<file path="src/rtl/prog_run_monitor.sv">
// prog_run_monitor
// Supervises one program run on an attached core. It holds the core in reset
// for RST_CYC cycles with a latched start PC, then watches the core PC and
// writeback value. Each check channel captures the writeback seen the first
// time the core PC equals that channel's sample PC. The run ends when the PC
// reaches end_pc or the watchdog expires. A one-cycle CHECK state then folds
// the per-channel results into the summary outputs, which stay stable in DONE.
//
// Ports
//   CLK          : clock, rising edge
//   resetl       : synchronous active-low reset
//   start        : one-cycle pulse, begins a run (honoured in IDLE and DONE)
//   run_startpc  : start PC handed to the core
//   end_pc       : run completes when currentpc >= end_pc (unsigned)
//   chk_pc       : per-channel sample PC, channel i at [i*PC_W +: PC_W]
//   chk_exp      : per-channel expected value, channel i at [i*DATA_W +: DATA_W]
//   chk_en       : per-channel enable
//   currentpc    : core PC
//   MemtoRegOut  : core writeback value
//   core_resetl  : core reset, active low
//   core_startpc : latched start PC for the core
//   busy         : high in RSTHOLD, RUN and CHECK
//   done         : run finished, results valid
//   pass         : no timeout and every enabled channel hit and matched
//   timeout      : watchdog expired before end_pc was reached
//   fail_mask    : enabled channels that mismatched or were never hit
//   pass_cnt     : number of enabled channels that hit and matched
//   cycle_cnt    : cycles counted in RUN (saturating)
module prog_run_monitor #(
   parameter int                PC_W      = 64,
   parameter int                DATA_W    = 64,
   parameter int                NCHK      = 4,
   parameter int                WDT_W     = 16,
   parameter logic [WDT_W-1:0]  WDT_LIMIT = 16'hFF,
   parameter int                RST_CYC   = 2
) (
   input  logic                   CLK,
   input  logic                   resetl,
   input  logic                   start,
   input  logic [PC_W-1:0]        run_startpc,
   input  logic [PC_W-1:0]        end_pc,
   input  logic [NCHK*PC_W-1:0]   chk_pc,
   input  logic [NCHK*DATA_W-1:0] chk_exp,
   input  logic [NCHK-1:0]        chk_en,
   input  logic [PC_W-1:0]        currentpc,
   input  logic [DATA_W-1:0]      MemtoRegOut,
   output logic                   core_resetl,
   output logic [PC_W-1:0]        core_startpc,
   output logic                   busy,
   output logic                   done,
   output logic                   pass,
   output logic                   timeout,
   output logic [NCHK-1:0]        fail_mask,
   output logic [7:0]             pass_cnt,
   output logic [WDT_W-1:0]       cycle_cnt
);

   typedef enum logic [2:0] {
      IDLE    = 3'd0,
      RSTHOLD = 3'd1,
      RUN     = 3'd2,
      CHECK   = 3'd3,
      DONE    = 3'd4
   } state_t;

   localparam int               RCW      = (RST_CYC > 1) ? $clog2(RST_CYC) : 1;
   localparam logic [RCW-1:0]   RST_LAST = RCW'(RST_CYC - 1);
   localparam logic [WDT_W-1:0] WDT_LAST = WDT_LIMIT - {{(WDT_W-1){1'b0}}, 1'b1};
   localparam logic [WDT_W-1:0] CNT_MAX  = {WDT_W{1'b1}};

   state_t          state_r;
   state_t          state_nxt_s;
   logic [RCW-1:0]  rst_cnt_r;
   logic [NCHK-1:0] hit_r;        // channel has seen its sample PC this run
   logic [NCHK-1:0] ok_r;         // captured writeback matched the expected value
   logic [NCHK-1:0] match_s;
   logic [NCHK-1:0] cmp_ok_s;
   logic [NCHK-1:0] new_hit_s;
   logic [NCHK-1:0] fail_calc_s;
   logic            end_reached_s;
   logic            wdt_expired_s;

   // Number of set bits in a channel vector.
   function automatic logic [7:0] count_ones(input logic [NCHK-1:0] v);
      logic [7:0] c;
      c = 8'd0;
      for (int i = 0; i < NCHK; i++) begin
         if (v[i]) begin
            c = c + 8'd1;
         end else begin
            c = c;
         end
      end
      return c;
   endfunction

   // Per-channel PC match and value compare; only unhit channels may capture.
   always_comb begin
      match_s  = '0;
      cmp_ok_s = '0;
      for (int i = 0; i < NCHK; i++) begin
         match_s[i]  = chk_en[i] && (currentpc == chk_pc[i*PC_W +: PC_W]);
         cmp_ok_s[i] = (MemtoRegOut == chk_exp[i*DATA_W +: DATA_W]);
      end
      new_hit_s     = match_s & ~hit_r;
      fail_calc_s   = chk_en & (~hit_r | ~ok_r);
      end_reached_s = (currentpc >= end_pc);
      wdt_expired_s = (cycle_cnt == WDT_LAST);
   end

   // Next-state logic.
   always_comb begin
      state_nxt_s = state_r;
      case (state_r)
         IDLE: begin
            if (start) state_nxt_s = RSTHOLD;
            else       state_nxt_s = IDLE;
         end
         RSTHOLD: begin
            if (rst_cnt_r == RST_LAST) state_nxt_s = RUN;
            else                       state_nxt_s = RSTHOLD;
         end
         RUN: begin
            if (end_reached_s || wdt_expired_s) state_nxt_s = CHECK;
            else                                state_nxt_s = RUN;
         end
         CHECK: begin
            state_nxt_s = DONE;
         end
         DONE: begin
            if (start) state_nxt_s = RSTHOLD;
            else       state_nxt_s = DONE;
         end
         default: begin
            state_nxt_s = IDLE;
         end
      endcase
   end

   // State register, run bookkeeping and registered outputs.
   always_ff @(posedge CLK) begin
      if (!resetl) begin
         state_r      <= IDLE;
         rst_cnt_r    <= '0;
         hit_r        <= '0;
         ok_r         <= '0;
         core_resetl  <= 1'b0;
         core_startpc <= '0;
         busy         <= 1'b0;
         done         <= 1'b0;
         pass         <= 1'b0;
         timeout      <= 1'b0;
         fail_mask    <= '0;
         pass_cnt     <= 8'd0;
         cycle_cnt    <= '0;
      end else begin
         state_r <= state_nxt_s;
         busy    <= (state_nxt_s == RSTHOLD) || (state_nxt_s == RUN) ||
                    (state_nxt_s == CHECK);
         case (state_r)
            IDLE, DONE: begin
               if (start) begin
                  core_startpc <= run_startpc;
                  core_resetl  <= 1'b0;
                  rst_cnt_r    <= '0;
               end else begin
                  core_resetl  <= 1'b1;
               end
            end
            RSTHOLD: begin
               if (rst_cnt_r == RST_LAST) begin
                  // Release the core and start a fresh result set.
                  core_resetl <= 1'b1;
                  cycle_cnt   <= '0;
                  fail_mask   <= '0;
                  pass_cnt    <= 8'd0;
                  hit_r       <= '0;
                  ok_r        <= '0;
                  done        <= 1'b0;
                  pass        <= 1'b0;
                  timeout     <= 1'b0;
               end else begin
                  rst_cnt_r   <= rst_cnt_r + {{(RCW-1){1'b0}}, 1'b1};
               end
            end
            RUN: begin
               hit_r <= hit_r | new_hit_s;
               ok_r  <= (ok_r & ~new_hit_s) | (cmp_ok_s & new_hit_s);
               // The counter only advances while the run continues, so on a
               // watchdog exit it reads WDT_LIMIT-1. end_pc beats the watchdog.
               if (end_reached_s) begin
                  timeout <= 1'b0;
               end else if (wdt_expired_s) begin
                  timeout <= 1'b1;
               end else if (cycle_cnt != CNT_MAX) begin
                  cycle_cnt <= cycle_cnt + {{(WDT_W-1){1'b0}}, 1'b1};
               end else begin
                  cycle_cnt <= cycle_cnt;
               end
            end
            CHECK: begin
               fail_mask <= fail_calc_s;
               pass_cnt  <= count_ones(chk_en & hit_r & ok_r);
               pass      <= ~timeout & ~(|(fail_calc_s & chk_en));
               done      <= 1'b1;
            end
            default: begin
               state_r <= IDLE;
            end
         endcase
      end
   end

endmodule
</file>
<file path="config.mk">
export PLATFORM = sky130hd
export DESIGN_NAME = prog_run_monitor
export DESIGN_NICKNAME = d
export VERILOG_FILES = /design/src/rtl/prog_run_monitor.sv
export SDC_FILE = /design/constraint.sdc
export NUM_CORES = 1
export LEC_CHECK = 0
export CORE_AREA = 5 5 332 334
export DETAILED_ROUTE_END_ITERATION = 10
export DIE_AREA = 0 0 337 339
export DONT_BUFFER_PORTS = 1
export PLACE_DENSITY = 0.3
export SLEW_MARGIN = 25
export SYNTH_ARGS = -nofsm -noshare
export SYNTH_HDL_FRONTEND = slang
export SYNTH_SLANG_ARGS = --single-unit
</file>
<file path="constraint.sdc">
create_clock -name CLK -period 4.84 [get_ports CLK]
set_clock_uncertainty 0.1 [all_clocks]
set_input_delay 0.726 -clock CLK [delete_from_list [all_inputs] [get_ports CLK]]
set_output_delay 0.726 -clock CLK [all_outputs]
set_load 0.01 [all_outputs]
</file>
# Word-level counts from Yosys, hierarchy flattened
# Index checks and enable logic that the tools add are counted.
word_totals:
  reg_bits: 109
  in_bits: 775
  output_inout_bits: 97
  wordCells: 118
op_classes:
  add_sub_neg: 5
  magnitude_cmp: 1
  n_eq_ne: 23
  mux: 38
  bitwise_logic: 16
  reduce_logical: 22
ops:
  columns: ["operator", "count"]
  rows:
  - ["64-bit equality test", 8]
  - ["8-bit two-way mux", 10]
  - ["64-bit greater-or-equal comparator", 1]
  - ["16-bit two-way mux", 4]
  - ["16-bit one-hot mux with 2 select lines", 1]
  - ["4-bit bitwise AND", 7]
  - ["8-bit by 1-bit adder with 8-bit output (second input constant)", 3]
  - ["4-bit one-hot mux with 2 select lines", 3]
  - ["16-bit by 1-bit adder with 16-bit output (second input constant)", 1]
  - ["16-bit by 8-bit equality test with 1-bit output (second input constant)", 1]
  - ["16-bit != test (second input constant)", 1]
  - ["8-bit one-hot mux with 2 select lines", 1]
  - ["3-bit one-hot mux with 5 select lines", 1]
  - ["3-bit by 2-bit equality test with 1-bit output (second input constant)", 4]
  - ["4-bit inverter", 3]
  - ["4-bit bitwise OR", 3]
  - ["2-bit AND reduction", 6]
  - ["1-bit two-way mux", 10]
  - ["2-bit != test (second input constant)", 5]
  - ["1-bit one-hot mux with 2 select lines", 5]
  - ["3-bit by 1-bit equality test with 1-bit output (second input constant)", 2]
  - ["2-bit nonzero test", 3]
  - ["5-bit AND reduction", 1]
  - ["5-bit OR reduction", 1]
  - ["14 further kinds", 20]

# Longest topological paths before layout
# Gate-level depths: netlist (run 1).
depth:
  depth_word: 16
  mapped_depth: 13
  depth_no_buf: 10

# Least setup slack after synthesis (run 1)
# OpenSTA, ideal clock, no wires.
synth_path:
  kind: "input port to flip-flop"
  from: "input currentpc[0]"
  to: "register cycle_cnt[6]"
  setup_time_ns: 0.071
  t_arrival_ns: 2.970
  t_required_ns: 4.669
  slack_ns: 1.698
  path_stages: 12
  path_buffers: 2
  path_cell_list: "clkbuf_1 inv_1 ha_1 nand2b_1 a2111oi_0 nor4b_1 o31ai_2 a21o_2 nand3_4 buf_6 or3_1 a21oi_1"
synth_between:
  elab_chain_cells: 3
synth_rtl:
  columns: ["element", "line", "rtl"]
  rows:
  - ["from (decl)", "45", "input logic [PC_W-1:0] currentpc,"]
  - ["64-bit greater-or-equal comparator", "107", "end_reached_s = (currentpc >= end_pc);"]
  - ["2-bit != test (no source line)", null, null]
  - ["5-bit AND reduction (no source line)", null, null]
  - ["to (signal assigned)", "196", "cycle_cnt <= cycle_cnt + {{(WDT_W-1){1'b0}}, 1'b1};"]
  - ["to (signal assigned)", "198", "cycle_cnt <= cycle_cnt;"]
  - ["to (decl)", "55", "output logic [WDT_W-1:0] cycle_cnt"]
# Every way passes these cells.
# A chain may end at the register's enable or synchronous reset.

# Worst setup path in the final report (run 1)
layout_path:
  from: "register state_r[1]"
  to: "register ok_r[3]"
layout_between:
  elab_chain_cells: 3
  elab_cells_between_ends: 6
  cone_classes: "eq/ne: 3; mux: 1; reduce/logical: 2"
layout_rtl:
  columns: ["element", "line", "rtl"]
  rows:
  - ["from (decl)", "71", "state_t state_r;"]
  - ["from (signal assigned)", "157", "state_r <= state_nxt_s;"]
  - ["3-bit by 1-bit equality test with 1-bit output or 3-bit by 2-bit equality test with 1-bit output (tied branches)", "160", "case (state_r)"]
  - ["2-bit != test (no source line) or 2-bit nonzero test (tied branches)", null, null]
  - ["2-bit AND reduction (no source line)", null, null]
  - ["to (signal assigned)", "188", "ok_r <= (ok_r & ~new_hit_s) | (cmp_ok_s & new_hit_s);"]
  - ["to (decl)", "75", "logic [NCHK-1:0] ok_r;"]
# Several ways; a longest one is shown, not always the timed one.

==> flow_summary.json, run 1 <==
{
  "nNetsFinal": 2305,
  "power_density_nw_per_um2": 183,
  "setup_viol": 0,
  "async_flop_share": 0,
  "synthFlopType": "dfxtp_1",
  "netlist_area_um2": 11700,
  "fin_crit_sh": 0.769,
  "finalHoldViolCount": 0,
  "vdd.ir_drop.worst_v": 0.000149,
  "drtPass1Iterations": 5,
  "via_per_inst": 4.08,
  "fmax_mhz": 269,
  "grt_pass1_wl_mm": 127,
  "min_period_ns": 3.72,
  "initial_utilization": 0.110,
  "row_count": 120,
  "tightest_slew_ns": 1.18,
  "postCtsHoldBufs": 0,
  "grt.overflow.total": 0,
  "cts_max_path_buffers": 2,
  "numCtsBuffers": 9,
  "synth-seq-area-share": 0.180,
  "p_total_mw": 2.50,
  "vias": 11700,
  "worst_ep_required_time_ns": 5.00,
  "htreeDepth": 3,
  "p_leak_nw": 4.57,
  "relSlewSlack": 0.208,
  "grtUsageTotal": 0.166,
  "ios": 872,
  "dr.first_iter.drc_count": 830,
  "hold_slack_ns": 0.400,
  "antenna_found_initial": 8,
  "ant_nets": 0,
  "clk_latency_ns": 0.36,
  "worst-setup-path-type": "reg -> reg",
  "area_delta_synth_final_pct": 17.1,
  "drc": 0,
  "postCtsSetupBuffers": 0,
  "yosysWarnings": 0,
  "finalSetupTns_ns": 0,
  "cts_resized": 0,
  "cts_tree": "done",
  "cp.arrival_ns": 3.88,
  "synthCells": 1486,
  "grt_pass1_vias": 12200,
  "syn_area_per_cell_um2": 7.87,
  "fp.dieW_um": 337,
  "die_area_um2": 114000,
  "core_um2": 107000,
  "globalplace.congestion": 0.985,
  "holdCritPathClass": "in -> reg",
  "root_buffer": "clkbuf_16",
  "outcome": "complete, no violations",
  "cts_sinks": 105,
  "synth_edf_count": 0,
  "drv_slew": 0,
  "dp_hpwl_mm": 91.8,
  "die_h_um": 339,
  "grt_max_degree": 88,
  "synth_seq_cells": 105,
  "rsz0062_at_grt": "no",
  "max_cap_viol_count": 0,
  "detail_route.wl_per_cell_um": 35.1,
  "cp-end-kind": "register",
  "crit_fanout": 10,
  "synth.distinct_cells": 62,
  "start_kind": "register",
  "wl_mm": 101,
  "path_clk_slew_ns": 0.08,
  "port_buffers": 0,
  "final_layout_size_suffix_gt1_frac": 0.0300
}
==> Yosys cell counts, types with 5 or more instances <==
master,instances,share of area
a21oi_1,39,0.017
inv_1,107,0.034
a21boi_0,67,0.043
o221ai_1,5,0.0037
o31ai_1,7,0.0045
nand2_1,169,0.054
nand3_1,30,0.013
dfxtp_1,105,0.18
nand4_1,94,0.050
clkbuf_1,37,0.012
xnor2_1,239,0.18
a21o_1,7,0.0045
and2_1,11,0.0059
or4_1,8,0.0051
o2bb2ai_1,7,0.0052
nor2_1,24,0.0077
nor4_1,82,0.044
or3_1,7,0.0037
xor2_1,238,0.18
ha_1,69,0.074
nor3_1,13,0.0056
o22ai_1,9,0.0048
a221o_1,5,0.0043
o21a_1,5,0.0032
nand2b_1,10,0.0054
a221oi_1,6,0.0045
o21ai_0,26,0.011
==> kinds of logic (layout without fill, tap and decap cells) <==
| kind of cell | count (synthesis) | in the layout | share of synthesized area |
|---|---|---|---|
| AOI/OAI and AO/OA | 205 | 205 | 0.122 |
| xor gates and xnor gates | 477 | 477 | 0.357 |
| adders and majority gates | 69 | 69 | 0.0739 |
| buffers and inverters | 155 | 132 | 0.0525 |
| DFF | 105 | 105 | 0.180 |
| muxes | 2 | 2 | 0.00171 |
| other | 1 | 6 | 0.000321 |
| and+or+nand+nor | 472 | 472 | 0.212 |
==> critical path: stages, from the launching register on <==
cell and delay, ns:
dfxtp_1 0.49, nor3b_2 0.90, nand4_1 0.16, nor4_1 0.53
buf_4 0.25, nand4_1 0.31, or4_1 0.54, nand3_1 0.10
o21ai_0 0.08, and2_1 0.15
==> per-stage QoR <==
step                setup slack, ns  instance area, µm²  std cells  utilization
detailed placement            0.917               13400       2853        0.125
floorplan                      1.70               11700       1489            -
global route                  0.868               13700       2870        0.128
finish                         1.12               13700       2871        0.128
CTS                           0.907               13700       2869        0.128
global placement              0.479               13300       2852        0.125
==> report_power, final <==
part           total (mW)  switching (mW)  internal [mW]
registers           0.962          0.0567          0.905
logic               0.780           0.429          0.350
clock network       0.762           0.391          0.371
==> cells in the final DEF, fill, tap and decap left out, types with 3 or more instances in the layout <==
cell type / instances
nor4_2: 5
o21ai_0: 26
and2_1: 11
a221o_1: 5
dfxtp_1: 105
nor2_1: 24
and4_1: 4
buf_4: 9
nand2b_1: 10
xor2_1: 238
a22o_1: 3
or3_1: 7
nand4_1: 94
nor4_1: 76
nor3_1: 12
o22ai_1: 9
nand3_1: 30
o2bb2ai_1: 7
clkbuf_16: 9
o221ai_1: 5
or4_1: 8
and3_1: 4
clkinv_8: 3
o31ai_1: 7
xnor2_1: 239
a21oi_1: 39
a21o_1: 7
o2111ai_1: 3
a221oi_1: 6
a21boi_0: 67
nand2_1: 168
inv_1: 107
o21a_1: 5
conb_1: 4
ha_1: 69
==> cell type report <==
cell class / count / area [µm²]
Tap cell: 1403 / 1760
Inverter: 107 / 402
Fill cell: 12300 / 92900
Timing Repair Buffer: 9 / 67.6
Clock buffer: 9 / 225
Clock inverter: 7 / 86.3
Antenna cell: 2 / 5.00
Multi-Input combinational cell: 1229 / 9040
Sequential cell: 105 / 2100
==> routing by layer <==
layer / global-route usage / part of all wire / wire, µm
met1: 0.186 / 0.38 / 37800
met2: 0.302 / 0.51 / 50900
met3: 0.0515 / 0.083 / 8360
met4: 0.0482 / 0.035 / 3550
met5: 0 / 0.00015 / 15
==> flip-flops by register name, indices dropped and copies added, names as in the netlist, 3 cells and up <==
register      count
state_r           3
core_startpc     64
ok_r              4
fail_mask         4
cycle_cnt        16
pass_cnt          4
hit_r             4
==> path summary, 6_finish.rpt <==
kind / start / to / slack, ns / cells after the start
max: state_r[1]$_SDFF_PN0_ / ok_r[3]$_SDFFE_PN0P_ / 1.12 / 9
min: run_startpc[8] / core_startpc[8]$_SDFFE_PN0P_ / 0.40 / 2
max reg2reg: state_r[1]$_SDFF_PN0_ / ok_r[3]$_SDFFE_PN0P_ / 1.12 / 9
min reg2reg: hit_r[0]$_SDFFE_PN0P_ / hit_r[0]$_SDFFE_PN0P_ / 0.42 / 2
No activity file was read; power rests on OpenSTA's default activity.
==> run 2: changes to the inputs <==
ABC_AREA = 1   (was not set)
PLACE_DENSITY = 0.33   (was 0.3)
clock period = 3.2 ns   (was 4.84 ns; I/O delays follow)
==> run 2 against run 1 <==
Clock power rose by 55%. Sequential share of layout area fell by 2.2 points. Critical path depth rose by 2. Critical path type unchanged.
==> flow_summary.json, run 2 <==
{
  "via_per_inst": 3.87,
  "crit_fanout": 4,
  "ys_top_cells_by_area": "nand2_1 (17%), xnor2_1 (16%), dfxtp_1 (15%)",
  "globalplace.congestion": 0.933,
  "start_kind": "register",
  "synth_common_cells": "nand2_1 (617), nor2_1 (419), inv_1 (326), xnor2_1 (257), o21ai_0 (139)",
  "drtPass1Iterations": 5,
  "synth_top_area_share": 0.166,
  "drv_slew": 0,
  "wl_mm": 99.0,
  "fin_crit_sh": 0.781,
  "row_count": 120,
  "place_inst": 3767,
  "cts_sinks": 105,
  "outcome": "complete, no violations",
  "p_total_mw": 4.13,
  "ant_nets": 0,
  "synth-xor-area-share": 0.213,
  "largest_register": "core_startpc",
  "synthCells": 2417,
  "worst-setup-path-type": "reg -> reg",
  "root_buffer": "clkbuf_16",
  "cp.arrival_ns": 2.63,
  "dr_wl_met2_mm": 50.4,
  "rsz0062_at_grt": "no",
  "largest_reg_flops": 64,
  "min_period_ns": 2.50,
  "power_density_nw_per_um2": 259,
  "setup_viol": 0,
  "muxShareOfSynthArea": 0,
  "initial_utilization": 0.131,
  "yosysTopAreaCell": "nand2_1",
  "final_layout_size_suffix_gt1_frac": 0.0315,
  "postCtsSetupBuffers": 0,
  "fin_cells": 3794,
  "dp_hpwl_mm": 91.2,
  "cts_resized": 0,
  "finalSetupTns_ns": 0,
  "wl_met3_mm": 10.5,
  "yosys.area_share.simple": 0.377,
  "port_buffers": 0,
  "relSlewSlack": 0.463,
  "tightest_slew_ns": 0.804,
  "cts_tree": "done",
  "grt_pass1_vias": 14900,
  "fp.dieW_um": 337,
  "detail_route.wl_per_cell_um": 26.1,
  "vdd.ir_drop.worst_v": 0.000253,
  "core_um2": 107000,
  "top_regs": "core_startpc x64, cycle_cnt x16",
  "clk_latency_ns": 0.35,
  "antenna_found_initial": 20,
  "grt.overflow.total": 0,
  "nNetsFinal": 3219,
  "die_h_um": 339,
  "final_common_cell": "nand2_1",
  "die_area_um2": 114000,
  "synth-seq-area-share": 0.150,
  "synthFlopType": "dfxtp_1",
  "vias": 14700,
  "worst_ep_required_time_ns": 3.33,
  "async_flop_share": 0,
  "htreeDepth": 3,
  "wl_met1_mm": 36.6,
  "holdCritPathClass": "in -> reg",
  "cp-end-kind": "register",
  "dr.max_layer_used": "met5",
  "cts_max_path_buffers": 2,
  "numCtsBuffers": 9,
  "fmax_mhz": 400,
  "postCtsHoldBufs": 0,
  "yosysWarnings": 0,
  "drc": 0,
  "netlist_area_um2": 14000,
  "grtUsageTotal": 0.163,
  "ios": 872,
  "synth.distinct_cells": 43,
  "yosysMostFrequentCell": "nand2_1",
  "grt_pass1_wl_mm": 128,
  "path_clk_slew_ns": 0.09,
  "syn_area_per_cell_um2": 5.78,
  "p_leak_nw": 6.80,
  "synth_compound_area_frac": 0.0838,
  "finalHoldViolCount": 0,
  "grt_max_degree": 70,
  "synth_edf_count": 0,
  "synth_top_family_by_area": "simple AND/OR/NAND/NOR gates",
  "synth_fa_ha_area_frac": 0.0618,
  "final_cell_mix": "nand2_1 (617), nor2_1 (418), inv_1 (325), xnor2_1 (257), o21ai_0 (139)",
  "synth_seq_cells": 105,
  "dr.first_iter.drc_count": 789,
  "max_cap_viol_count": 0,
  "fin_util": 0.149,
  "area_delta_synth_final_pct": 14.1
}
==> run 2: critical path: stages (launching register included) <==
cell and delay [ns]:
dfxtp_1 0.38, inv_1 0.10, nor3_1 0.36, ha_1 0.33
or2_2 0.30, nand2_1 0.11, inv_1 0.05, ha_1 0.26
nor2_1 0.10, nor2_1 0.04, o21ai_0 0.14, a21oi_1 0.11
==> run 2: layer usage <==
layer  GRT usage  vias to the layer above
met3      0.0664                       56
met5           0                        -
met4      0.0256                       18
met2       0.302                      593
li1            -                     7404
met1       0.177                     6614
==> run 2: cell type report <==
type                    count  area [µm²]
diodes                     11        27.5
clock buffers               9         225
clock inverters             7        81.3
fillers                 12600       90700
inverters                 328        1230
multi-input cells        1904       10300
flip-flops and latches    105        2100
well taps                1403        1760
repair buffers             27         215
==> run 2: logic make-up after synthesis <==
logic type | count (synthesis)
AOI/OAI and AO/OA | 228
xor gates and xnor gates | 340
adders and majority gates | 69
buffers and inverters | 411
DFF | 105
other | 1
and+or+nand+nor | 1263
==> run 2: path summary, 6_finish.rpt <==
check,startpoint,to,slack (ns),depth (start not counted)
max,hit_r[1]$_SDFFE_PN0P_,pass_cnt[1]$_SDFFE_PN0P_,0.70,11
min,resetl,core_startpc[17]$_SDFFE_PN0P_,0.14,2
max reg2reg,hit_r[1]$_SDFFE_PN0P_,pass_cnt[1]$_SDFFE_PN0P_,0.70,11
min reg2reg,rst_cnt_r$_SDFFE_PN0P_,rst_cnt_r$_SDFFE_PN0P_,0.37,2
==> run 2: per-stage QoR <==
stage	setup slack [ns]	hold slack [ns]	cell area [µm²]
4_1_cts	0.664	0.123	15900
2_1_floorplan	0.997	0.341	14000
3_3_place_gp	0.419	0.356	15600
6_report	0.701	0.143	15900
3_5_place_dp	0.423	0.363	15600
5_1_grt	0.561	0.128	15900
==> run 2: report_power, final <==
| group | leakage, nW | switching (mW) | internal (mW) | total, mW |
|---|---|---|---|---|
| clock network | 0.150 | 0.613 | 0.562 | 1.18 |
| registers | 0.862 | 0.126 | 1.39 | 1.52 |
| logic | 5.78 | 0.837 | 0.599 | 1.44 |
